**src/rtl/nes_dma_controller_pkg.sv**
```systemverilog
// Shared types and constants for the NES CPU-bus DMA controller.
// The DMC states exist only when DMA_DMC_EN is defined.
package nes_dma_controller_pkg;

  typedef enum logic [2:0] {
    ST_IDLE   = 3'd0,
    ST_HALT   = 3'd1,
    ST_ALIGN  = 3'd2,
    ST_OAM_RD = 3'd3,
    ST_OAM_WR = 3'd4
`ifdef DMA_DMC_EN
    ,
    ST_DMC_RD = 3'd5,
    ST_DUMMY  = 3'd6
`endif
  } dma_state_e;

  localparam logic [15:0] OAM_DMA_ADDR  = 16'h4014;
  localparam logic [15:0] OAM_DATA_ADDR = 16'h2004;

  function automatic logic [15:0] oam_src_addr(input logic [7:0] page, input logic [7:0] idx);
    return {page, idx};
  endfunction

endpackage

```
**src/rtl/nes_dma_controller_if.sv**
```systemverilog
// CPU-side and system-bus-side signals of the DMA controller.
// slave = controller view, master = CPU/bus/DMC-engine view.
interface nes_dma_controller_if;
  import nes_dma_controller_pkg::*;

  // cpu_* and din come from the CPU and bus; aout/dout/mr/mw drive the bus.
  // dmc_req is a level request held with a stable dmc_addr until dmc_ack,
  // a one-CPU-cycle pulse that qualifies dmc_data; req must not depend on ack.
  logic [15:0] cpu_aout;
  logic [7:0]  cpu_dout;
  logic        cpu_mr;
  logic        cpu_mw;
  logic [7:0]  din;
  logic        dmc_req;
  logic [15:0] dmc_addr;
  logic        cpu_ce;
  logic [15:0] aout;
  logic [7:0]  dout;
  logic        mr;
  logic        mw;
  logic        dmc_ack;
  logic [7:0]  dmc_data;
  logic        oam_busy;
  dma_state_e  dbg_state;

  modport slave (
    input  cpu_aout, cpu_dout, cpu_mr, cpu_mw, din, dmc_req, dmc_addr,
    output cpu_ce, aout, dout, mr, mw, dmc_ack, dmc_data, oam_busy, dbg_state
  );

  modport master (
    output cpu_aout, cpu_dout, cpu_mr, cpu_mw, din, dmc_req, dmc_addr,
    input  cpu_ce, aout, dout, mr, mw, dmc_ack, dmc_data, oam_busy, dbg_state
  );

endinterface

```
**src/rtl/nes_dma_controller_dma_bus_mux.sv**
```systemverilog
// Combinational bus source selection: CPU passthrough in IDLE, DMA cycles otherwise.
// The DMC address path exists only when DMA_DMC_EN is defined.
module dma_bus_mux
  import nes_dma_controller_pkg::*;
(
  input  dma_state_e  state_i,
  input  logic [15:0] cpu_aout_i,
  input  logic [7:0]  cpu_dout_i,
  input  logic        cpu_mr_i,
  input  logic        cpu_mw_i,
  input  logic [15:0] dmc_addr_i,
  input  logic [7:0]  page_i,
  input  logic [7:0]  idx_i,
  input  logic [7:0]  byte_i,
  output logic [15:0] aout_o,
  output logic [7:0]  dout_o,
  output logic        mr_o,
  output logic        mw_o
);

`ifndef DMA_DMC_EN
  logic unused_dmc_addr;
  assign unused_dmc_addr = ^dmc_addr_i;
`endif

  // Halt, align and dummy cycles are reads of whatever the CPU is addressing.
  always_comb begin
    aout_o = cpu_aout_i;
    dout_o = cpu_dout_i;
    mr_o   = 1'b1;
    mw_o   = 1'b0;
    case (state_i)
      ST_IDLE: begin
        mr_o = cpu_mr_i;
        mw_o = cpu_mw_i;
      end
      ST_OAM_RD: aout_o = oam_src_addr(page_i, idx_i);
      ST_OAM_WR: begin
        aout_o = OAM_DATA_ADDR;
        dout_o = byte_i;
        mr_o   = 1'b0;
        mw_o   = 1'b1;
      end
`ifdef DMA_DMC_EN
      ST_DMC_RD: aout_o = dmc_addr_i;
`endif
      default: ;
    endcase
  end

endmodule

```
**src/rtl/nes_dma_controller.sv**
```systemverilog
// NES OAM/DMC DMA sequencer: halts the CPU via cpu_ce and owns the bus while a DMA runs.
// Define DMA_DMC_EN to include the DMC sample-fetch path.
module nes_dma_controller
  import nes_dma_controller_pkg::*;
(
  input  logic                 clk,
  input  logic                 reset_n,
  input  logic                 ce,
  nes_dma_controller_if.slave  bus
);

  dma_state_e state_q, state_d, dispatch_s;
  logic       phase_q, phase_d;
  logic       oam_pend_q, oam_pend_d;
  logic [7:0] page_q, page_d;
  logic [7:0] idx_q, idx_d;
  logic [7:0] byte_q, byte_d;
  logic       oam_start, oam_last;

  assign oam_start = bus.cpu_mw && (bus.cpu_aout == OAM_DMA_ADDR);
  assign oam_last  = (state_q == ST_OAM_WR) && (idx_q == 8'hFF);

`ifdef DMA_DMC_EN
  logic       dmc_ack_q, dmc_ack_d;
  logic [7:0] dmc_data_q, dmc_data_d;
  logic       dmc_want;

  // The request is still high during the ack cycle; masking it there stops a refetch.
  assign dmc_want   = bus.dmc_req && !dmc_ack_q;
  assign dispatch_s = dmc_want ? ST_DMC_RD :
                      (oam_pend_q && !oam_last) ? ST_OAM_RD : ST_IDLE;

  always_comb begin
    dmc_ack_d  = dmc_ack_q;
    dmc_data_d = dmc_data_q;
    if (ce) begin
      dmc_ack_d = (state_q == ST_DMC_RD);
      if (state_q == ST_DMC_RD) dmc_data_d = bus.din;
    end
  end

  always_ff @(posedge clk or negedge reset_n) begin
    if (!reset_n) begin
      dmc_ack_q  <= 1'b0;
      dmc_data_q <= 8'h00;
    end else begin
      dmc_ack_q  <= dmc_ack_d;
      dmc_data_q <= dmc_data_d;
    end
  end

  assign bus.dmc_ack  = dmc_ack_q;
  assign bus.dmc_data = dmc_data_q;
`else
  logic unused_dmc_req;
  assign unused_dmc_req = bus.dmc_req;
  assign dispatch_s     = (oam_pend_q && !oam_last) ? ST_OAM_RD : ST_IDLE;
  assign bus.dmc_ack    = 1'b0;
  assign bus.dmc_data   = 8'h00;
`endif

  always_ff @(posedge clk or negedge reset_n) begin
    if (!reset_n) begin
      state_q    <= ST_IDLE;
      phase_q    <= 1'b0;
      oam_pend_q <= 1'b0;
      page_q     <= 8'h00;
      idx_q      <= 8'h00;
      byte_q     <= 8'h00;
    end else begin
      state_q    <= state_d;
      phase_q    <= phase_d;
      oam_pend_q <= oam_pend_d;
      page_q     <= page_d;
      idx_q      <= idx_d;
      byte_q     <= byte_d;
    end
  end

  // phase_q = 1 marks a put cycle, so the cycle after it is a get (dispatch point).
  always_comb begin
    state_d    = state_q;
    phase_d    = phase_q;
    oam_pend_d = oam_pend_q;
    page_d     = page_q;
    idx_d      = idx_q;
    byte_d     = byte_q;
    if (ce) begin
      phase_d = ~phase_q;
      case (state_q)
        ST_IDLE: begin
          if (oam_start) begin
            page_d     = bus.cpu_dout;
            idx_d      = 8'h00;
            oam_pend_d = 1'b1;
            state_d    = ST_HALT;
          end
`ifdef DMA_DMC_EN
          if (dmc_want) state_d = ST_HALT;
`endif
        end
        ST_HALT:   state_d = phase_q ? dispatch_s : ST_ALIGN;
        ST_ALIGN:  state_d = dispatch_s;
        ST_OAM_RD: begin
          byte_d  = bus.din;
          state_d = ST_OAM_WR;
        end
        ST_OAM_WR: begin
          idx_d = idx_q + 8'd1;
          if (oam_last) oam_pend_d = 1'b0;
          state_d = dispatch_s;
        end
`ifdef DMA_DMC_EN
        ST_DMC_RD: state_d = oam_pend_q ? ST_DUMMY : ST_IDLE;
        ST_DUMMY:  state_d = dispatch_s;
`endif
        default:   state_d = ST_IDLE;
      endcase
    end
  end

  always_comb begin
    bus.cpu_ce    = (state_q == ST_IDLE) ? ce : 1'b0;
    bus.oam_busy  = oam_pend_q;
    bus.dbg_state = state_q;
  end

  dma_bus_mux u_mux (
    .state_i    (state_q),
    .cpu_aout_i (bus.cpu_aout),
    .cpu_dout_i (bus.cpu_dout),
    .cpu_mr_i   (bus.cpu_mr),
    .cpu_mw_i   (bus.cpu_mw),
    .dmc_addr_i (bus.dmc_addr),
    .page_i     (page_q),
    .idx_i      (idx_q),
    .byte_i     (byte_q),
    .aout_o     (bus.aout),
    .dout_o     (bus.dout),
    .mr_o       (bus.mr),
    .mw_o       (bus.mw)
  );

endmodule

```
**src/flat_wrapper.sv**
```systemverilog
// flat-port wrapper written by rule: the top's interface ports become plain ports
module nes_dma_controller_flat import nes_dma_controller_pkg::*;
  (clk, reset_n, ce, bus_cpu_aout, bus_cpu_dout, bus_cpu_mr, bus_cpu_mw, bus_din, bus_dmc_req, bus_dmc_addr, bus_cpu_ce, bus_aout, bus_dout, bus_mr, bus_mw, bus_dmc_ack, bus_dmc_data, bus_oam_busy, bus_dbg_state);
  nes_dma_controller_if bus_i ();
  input  logic clk;
  input  logic reset_n;
  input  logic ce;
  input wire logic [$bits(bus_i.cpu_aout)-1:0] bus_cpu_aout;
  input wire logic [$bits(bus_i.cpu_dout)-1:0] bus_cpu_dout;
  input wire logic [$bits(bus_i.cpu_mr)-1:0] bus_cpu_mr;
  input wire logic [$bits(bus_i.cpu_mw)-1:0] bus_cpu_mw;
  input wire logic [$bits(bus_i.din)-1:0] bus_din;
  input wire logic [$bits(bus_i.dmc_req)-1:0] bus_dmc_req;
  input wire logic [$bits(bus_i.dmc_addr)-1:0] bus_dmc_addr;
  output wire logic [$bits(bus_i.cpu_ce)-1:0] bus_cpu_ce;
  output wire logic [$bits(bus_i.aout)-1:0] bus_aout;
  output wire logic [$bits(bus_i.dout)-1:0] bus_dout;
  output wire logic [$bits(bus_i.mr)-1:0] bus_mr;
  output wire logic [$bits(bus_i.mw)-1:0] bus_mw;
  output wire logic [$bits(bus_i.dmc_ack)-1:0] bus_dmc_ack;
  output wire logic [$bits(bus_i.dmc_data)-1:0] bus_dmc_data;
  output wire logic [$bits(bus_i.oam_busy)-1:0] bus_oam_busy;
  output wire logic [$bits(bus_i.dbg_state)-1:0] bus_dbg_state;
  assign bus_i.cpu_aout = bus_cpu_aout;
  assign bus_i.cpu_dout = bus_cpu_dout;
  assign bus_i.cpu_mr = bus_cpu_mr;
  assign bus_i.cpu_mw = bus_cpu_mw;
  assign bus_i.din = bus_din;
  assign bus_i.dmc_req = bus_dmc_req;
  assign bus_i.dmc_addr = bus_dmc_addr;
  assign bus_cpu_ce = bus_i.cpu_ce;
  assign bus_aout = bus_i.aout;
  assign bus_dout = bus_i.dout;
  assign bus_mr = bus_i.mr;
  assign bus_mw = bus_i.mw;
  assign bus_dmc_ack = bus_i.dmc_ack;
  assign bus_dmc_data = bus_i.dmc_data;
  assign bus_oam_busy = bus_i.oam_busy;
  assign bus_dbg_state = bus_i.dbg_state;
  nes_dma_controller u_core (.clk(clk), .reset_n(reset_n), .ce(ce), .bus(bus_i));
endmodule
```
**config.mk**
```make
export PLATFORM = sky130hd
export DESIGN_NAME = nes_dma_controller_flat
export DESIGN_NICKNAME = d
export VERILOG_FILES = /design/src/rtl/nes_dma_controller_pkg.sv /design/src/rtl/nes_dma_controller_if.sv /design/src/rtl/nes_dma_controller_dma_bus_mux.sv /design/src/rtl/nes_dma_controller.sv /design/src/flat_wrapper.sv
export SDC_FILE = /design/constraint.sdc
export NUM_CORES = 1
export LEC_CHECK = 0
export CORE_MARGIN = 3
export CORE_UTILIZATION = 39
export DETAILED_ROUTE_END_ITERATION = 16
export PLACE_DENSITY_LB_ADDON = 0.3
export SLEW_MARGIN = 5
export SYNTH_ARGS = -nofsm -noshare
export SYNTH_HDL_FRONTEND = slang
export SYNTH_SLANG_ARGS = --single-unit
```
**constraint.sdc**
```tcl
create_clock -name clk -period 2.3 [get_ports clk]
set_input_delay 0.46 -clock clk [delete_from_list [all_inputs] [get_ports clk]]
set_output_delay 0.46 -clock clk [all_outputs]
set_load 0.05 [all_outputs]
```
Yosys cells after proc, flatten, opt, wreduce, memory -nomap -nowiden
Index checks and enable logic that the tools add are counted. Widths: inputs -> output; s select.

Register bits after elaboration: 29. Input port bits: 54. Output and inout port bits: 40. Logic and storage cells: 42.

$add $sub $neg: 1. Equality and inequality tests: 8. Mux-type cells: 14. Bitwise logic cells: 1. Reduce and logical (&&, ||, !) cells: 12.

Operators with widths (count): $pmux 16 s2 (1); $eq 16x15->1 const B (1); $mux 8 (2); $pmux 8 s2 (1); $pmux 3 s4 (1); $add 8x1->8 const B (1); $eq 8x8->1 const B (1); $eq 3x2->1 const B (2); $mux 3 (2); $pmux 1 s2 (3); $reduce_and 3->1 (2); $ne 2x1->1 const B (2); $reduce_and 2->1 (2); $reduce_and 4->1 (1); $eq 3x1->1 const B (1); $eq 3x3->1 const B (1); $logic_and 1x1->1 (3); $logic_not 3->1 (1); $mux 1 (3); $mux 2 (1); $reduce_bool 2->1 (1); $reduce_or 2->1 (1); $logic_not 1->1 (1); $not 1->1 (1).

Depth between registers and ports, before layout
Depth after elaboration: 7. Gate-level depth with buffers: 7. Mapped depth without buffers: 6.

Hierarchy
A second synthesis with hierarchy kept.

Cells, all modules: 218. Area total of the unflattened synthesis: 2095.8 sq um.

By module, submodules not included: nes_dma_controller (instances 1, cells an instance 130, area each 1450.1 sq um, sequential area each 725.7 sq um); dma_bus_mux (instances 1, cells an instance 88, area each 645.6 sq um, sequential area each 0.0 sq um).

Worst setup path after synthesis
Ideal clock, no wire load.

Path kind: register to output. Start: register u_core.state_q[1], in the netlist u_core.bus.dbg_state[1]. End: output port bus_aout[4]. Data arrival time: 2.269 ns. Required time: 1.840 ns. Path slack: -0.429 ns. Cell stages (with the launch flop): 8. Path buffers: 3. Cells stage by stage: dfrtp_1 -> clkbuf_1 -> and3_1 -> clkbuf_1 -> a21oi_1 -> clkbuf_1 -> nand2_1 -> o21ai_0.

Longest elaborated chain between the ends: 2. Elaborated cells on any way between the ends: 3. Classes of those cells: eq/ne (2); mux (1).

Ends and longest elaborated chain: start, declared (line nes_dma_controller.sv:12) `dma_state_e state_q, state_d, dispatch_s;`; start signal, assigned (line nes_dma_controller.sv:71) `state_q <= state_d;`; $eq 3x3->1 or $eq 3x2->1 (tied branches) (line nes_dma_controller_dma_bus_mux.sv:32) `case (state_i)`; $pmux 16 s2 * (line nes_dma_controller_dma_bus_mux.sv:32); end, declared (line flat_wrapper.sv:16) `output wire logic [$bits(bus_i.aout)-1:0] bus_aout;`.

Every way passes the cells marked *; elsewhere a longest branch is shown, timed or not.

Worst setup path after layout
Start: input port bus_cpu_aout[11]. End: register u_core.idx_q[5].

Longest elaborated chain between the ends: 4.

Ends and longest elaborated chain: start, declared (line flat_wrapper.sv:8) `input wire logic [$bits(bus_i.cpu_aout)-1:0] bus_cpu_aout;`; $eq 16x15->1 (line nes_dma_controller.sv:20) `assign oam_start = bus.cpu_mw && (bus.cpu_aout == OAM_DMA_ADDR);`; $logic_and 1x1->1 (line nes_dma_controller.sv:20); $ne 2x1->1 (no line); $reduce_and 3->1 (no line); end signal, assigned (line nes_dma_controller.sv:75) `idx_q <= idx_d;`; end, declared (line nes_dma_controller.sv:16) `logic [7:0] idx_q, idx_d;`.

No other way between the ends. A chain may end at the register's enable or synchronous reset.

==> results.py <==
metrics = {
    "status": {
        "status": "finished, final reports clean",
    },
    "global_route": {
        "grt.busiest_layer": "met2",
        "met2_usage_pct": 33.7,
        "grt_pass1_wl_um": 8200,
        "grt_overflow": 0,
        "use_met1_pct": 25.1,
        "track_usage_pct": 20.4,
        "grt_pass1_vias": 1731,
        "grt_max_degree": 30,
        "use_met3_pct": 6.89,
        "antenna_found_initial": 0,
    },
    "timing": {
        "clock_skew_ns": 0.00536,
        "final.setup.worst_slack_ns": 0.0977,
        "min_period_over_period_pct": 95.8,
        "rsz0062_at_grt": "no",
        "setup_viol": 0,
        "max_slew_margin_pct": 66.5,
        "fmax_ghz": 0.454,
        "period_needed_ns": 2.20,
        "slew_viol_final": 0,
        "final-hold-violation-count": 0,
        "worstMarginPinSlew_ns": 0.497,
    },
    "critical_path": {
        "worst_ep_arrival_time_ns": 2.41,
        "cp_slowest_cell": "or4b_4",
        "cp_slowest_stage_delay_ns": 0.57,
        "required_ns": 2.51,
        "reg2reg_slack_ns": 0.26,
        "cp-end-kind": "flip-flop",
        "cp_top_family": "simple AND/OR/NAND/NOR gates",
        "path_max_fanout": 6,
        "crit_path_start_kind": "primary input",
        "critical_path_class": "in -> reg",
        "cp_num_buf_inv": 1,
        "path_cells": "dlygate4sd2_1 -> or4b_4 -> nor4_4 -> a41oi_2 -> or4_1 -> a21oi_1",
    },
    "power": {
        "p_comb_share_pct": 34.9,
        "p_seq_share_pct": 36.8,
        "p_sw_uw": 521,
        "switching_share_pct": 33.4,
        "power-per-cell-area_nw_per_um2": 526,
        "p_clk_share_pct": 28.3,
        "p_int_mw": 1.04,
        "peakVddDrop_mv": 0.349,
        "p_leak_nw": 1.40,
    },
    "clocking": {
        "clockBufferDepth": 2,
        "cts-root-buf": "clkbuf_8",
        "clk_pin_slew_ns": 0.06,
        "cts_hold_buf": 0,
        "cts_tree": "yes",
        "htree_levels": 2,
        "clk_latency_ns": 0.29,
        "cts_buffers": 5,
        "cts_sinks": 29,
    },
    "synth": {
        "ys.flop_type": "dfrtp_1",
        "seq_area_frac_synth_pct": 41.8,
        "ys_async_sr_fraction_pct": 100,
        "yosysTopAreaCell": "dfrtp_1",
        "yosysMostFrequentCell": "dfrtp_1",
        "yosys.cell_types.count": 38,
        "synth_cells": 166,
        "synth.top_cells.by_count": "dfrtp_1, mux2_2, a22o_1",
        "synth_edf_count": 0,
        "yosysWarnings": 0,
        "synthesis.area_um2": 1740,
        "synth_top_area_share_pct": 41.8,
        "syn_avg_cell_area_um2": 10.5,
        "synth_seq_cells": 29,
        "synth.area.top_cells": "dfrtp_1, mux2_2, a22o_1",
    },
    "final_layout": {
        "layoutNonFillerInstCount": 303,
        "post_route_cells_drive_above_1_share_pct": 39.1,
        "areaGrowthSynthToFinish_pct": 71.1,
        "fin_nets": 307,
        "diodes": 0,
    },
    "floorplan": {
        "core_area_um2": 4140,
        "chipHeight_um": 72.7,
        "start_util_pct": 41.9,
        "rows": 23,
        "dieArea_um2": 5290,
        "die_w_um": 72.7,
        "ioPinCount": 94,
    },
    "hold_path": {
        "min_path_type": "reg -> reg",
    },
    "place": {
        "place_inst": 293,
        "place.gp.congestion": 0.902,
        "hpwl_um": 3990,
        "pre_cts_slack_ns": -0.399,
        "port_buffers": 67,
    },
    "route": {
        "drtIter0Drc": 192,
        "dr_total_vias": 1690,
        "first_pass_iters": 4,
        "drt_wl_total_um": 5230,
        "drc": 0,
        "wire_per_inst_um": 17.2,
        "viasPerCell": 5.58,
        "antenna_left": 0,
    },
    "job": {
        "drv_cap": 0,
    },
}
power by group through the flow:
stage | clock, mW | sequential (mW) | combinational, mW
3_5_place_dp | 0 | 0.584 | 0.547
4_1_cts | 0.453 | 0.574 | 0.545
5_1_grt | 0.476 | 0.580 | 0.568
3_3_place_gp | 0 | 0.583 | 0.541
6_report | 0.441 | 0.575 | 0.544
2_1_floorplan | 0 | 0.585 | 0.264
sequential cells by signal (all words and copies together), names as in the netlist:
register,flops
u_core.idx_q,8
u_core.page_q,8
u_core.bus.oam_busy,1
u_core.phase_q,1
u_core.bus.dbg_state,3
u_core.byte_q,8
cell families (layout without fill, tap and decap cells):
logic type,Yosys count,count (layout),synth area share [%]
AO/OA/AOI/OAI,43,43,18.3
XOR/XNOR,2,2,1.01
adder cells (fa/ha/maj),1,1,0.721
buffers and inverters,25,104,7.57
flip-flops,29,29,41.8
multiplexers,25,25,16.2
other,1,9,0.216
AND/OR/NAND/NOR,40,40,14.2
per-layer routing:
layer  up-vias  share of wire, %
met5         -                 0
met4         0               1.5
li1        783                 -
met2        93                50
met1       803                39
met3        11               9.8
repair_timing:
action	in CTS	in global routing
buffers inserted	2	0
pin swaps	7	5
endpoints found under the setup margin	4	8
resized for setup	8	3
worst paths after layout:
kind	from	end	depth (start not counted)
min in group asynchronous	reset_n	u_core.phase_q	2
max in group asynchronous	reset_n	u_core.bus.dbg_state[2]	2
max reg2reg	u_core.bus.dbg_state[0]	u_core.page_q[2]	6
min	u_core.phase_q	u_core.phase_q	1
min reg2reg	u_core.phase_q	u_core.phase_q	1
max	bus_cpu_aout[11]	u_core.idx_q[5]	6
cell usage in the layout, fill, tap and decap left out, types with 2 or more instances in the layout:
cell type         n
clkbuf_8          6
dfrtp_2           3
clkdlybuf4s50_1  32
and4_1            2
or4b_4            2
inv_1             7
a21oi_1           6
a22o_1            5
clkbuf_1          2
xor2_1            2
nand2_1           8
conb_1            9
o22a_1            2
and3_1            4
o21ai_0           6
mux2_2           24
o21a_1            2
nand3_1           6
a22o_4            2
dlymetal6s2s_1    2
dlygate4sd2_1     6
nor3_1            2
o31ai_1           4
buf_4            20
or4_1             3
nor2_1            4
dfrtp_1          26
buf_12           27
buf_6             2
a22o_2            8
or3_1             2
layout make-up:
cell class	count	area [µm²]
Sequential cell	29	729
Multi-Input combinational cell	120	950
Inverter	7	26.3
Fill cell	304	1170
Timing Repair Buffer	89	1110
Clock buffer	8	90.1
Tap cell	50	62.6
metrics by stage:
stage | power, mW | util (%) | area, µm² | setup TNS [ns] | hold WS [ns]
finish | 1.56 | 71.6 | 2970 | 0 | 0.497
global route | 1.63 | 71.6 | 2970 | 0 | 0.512
CTS | 1.57 | 71.4 | 2960 | 0 | 0.496
detailed placement | 1.13 | 68.9 | 2860 | -4.49 | 0.488
global placement | 1.12 | 68.9 | 2860 | -4.10 | 0.483
floorplan | 0.849 | - | 1800 | -0.176 | 0.164
Power figures use the tool's default switching activity.
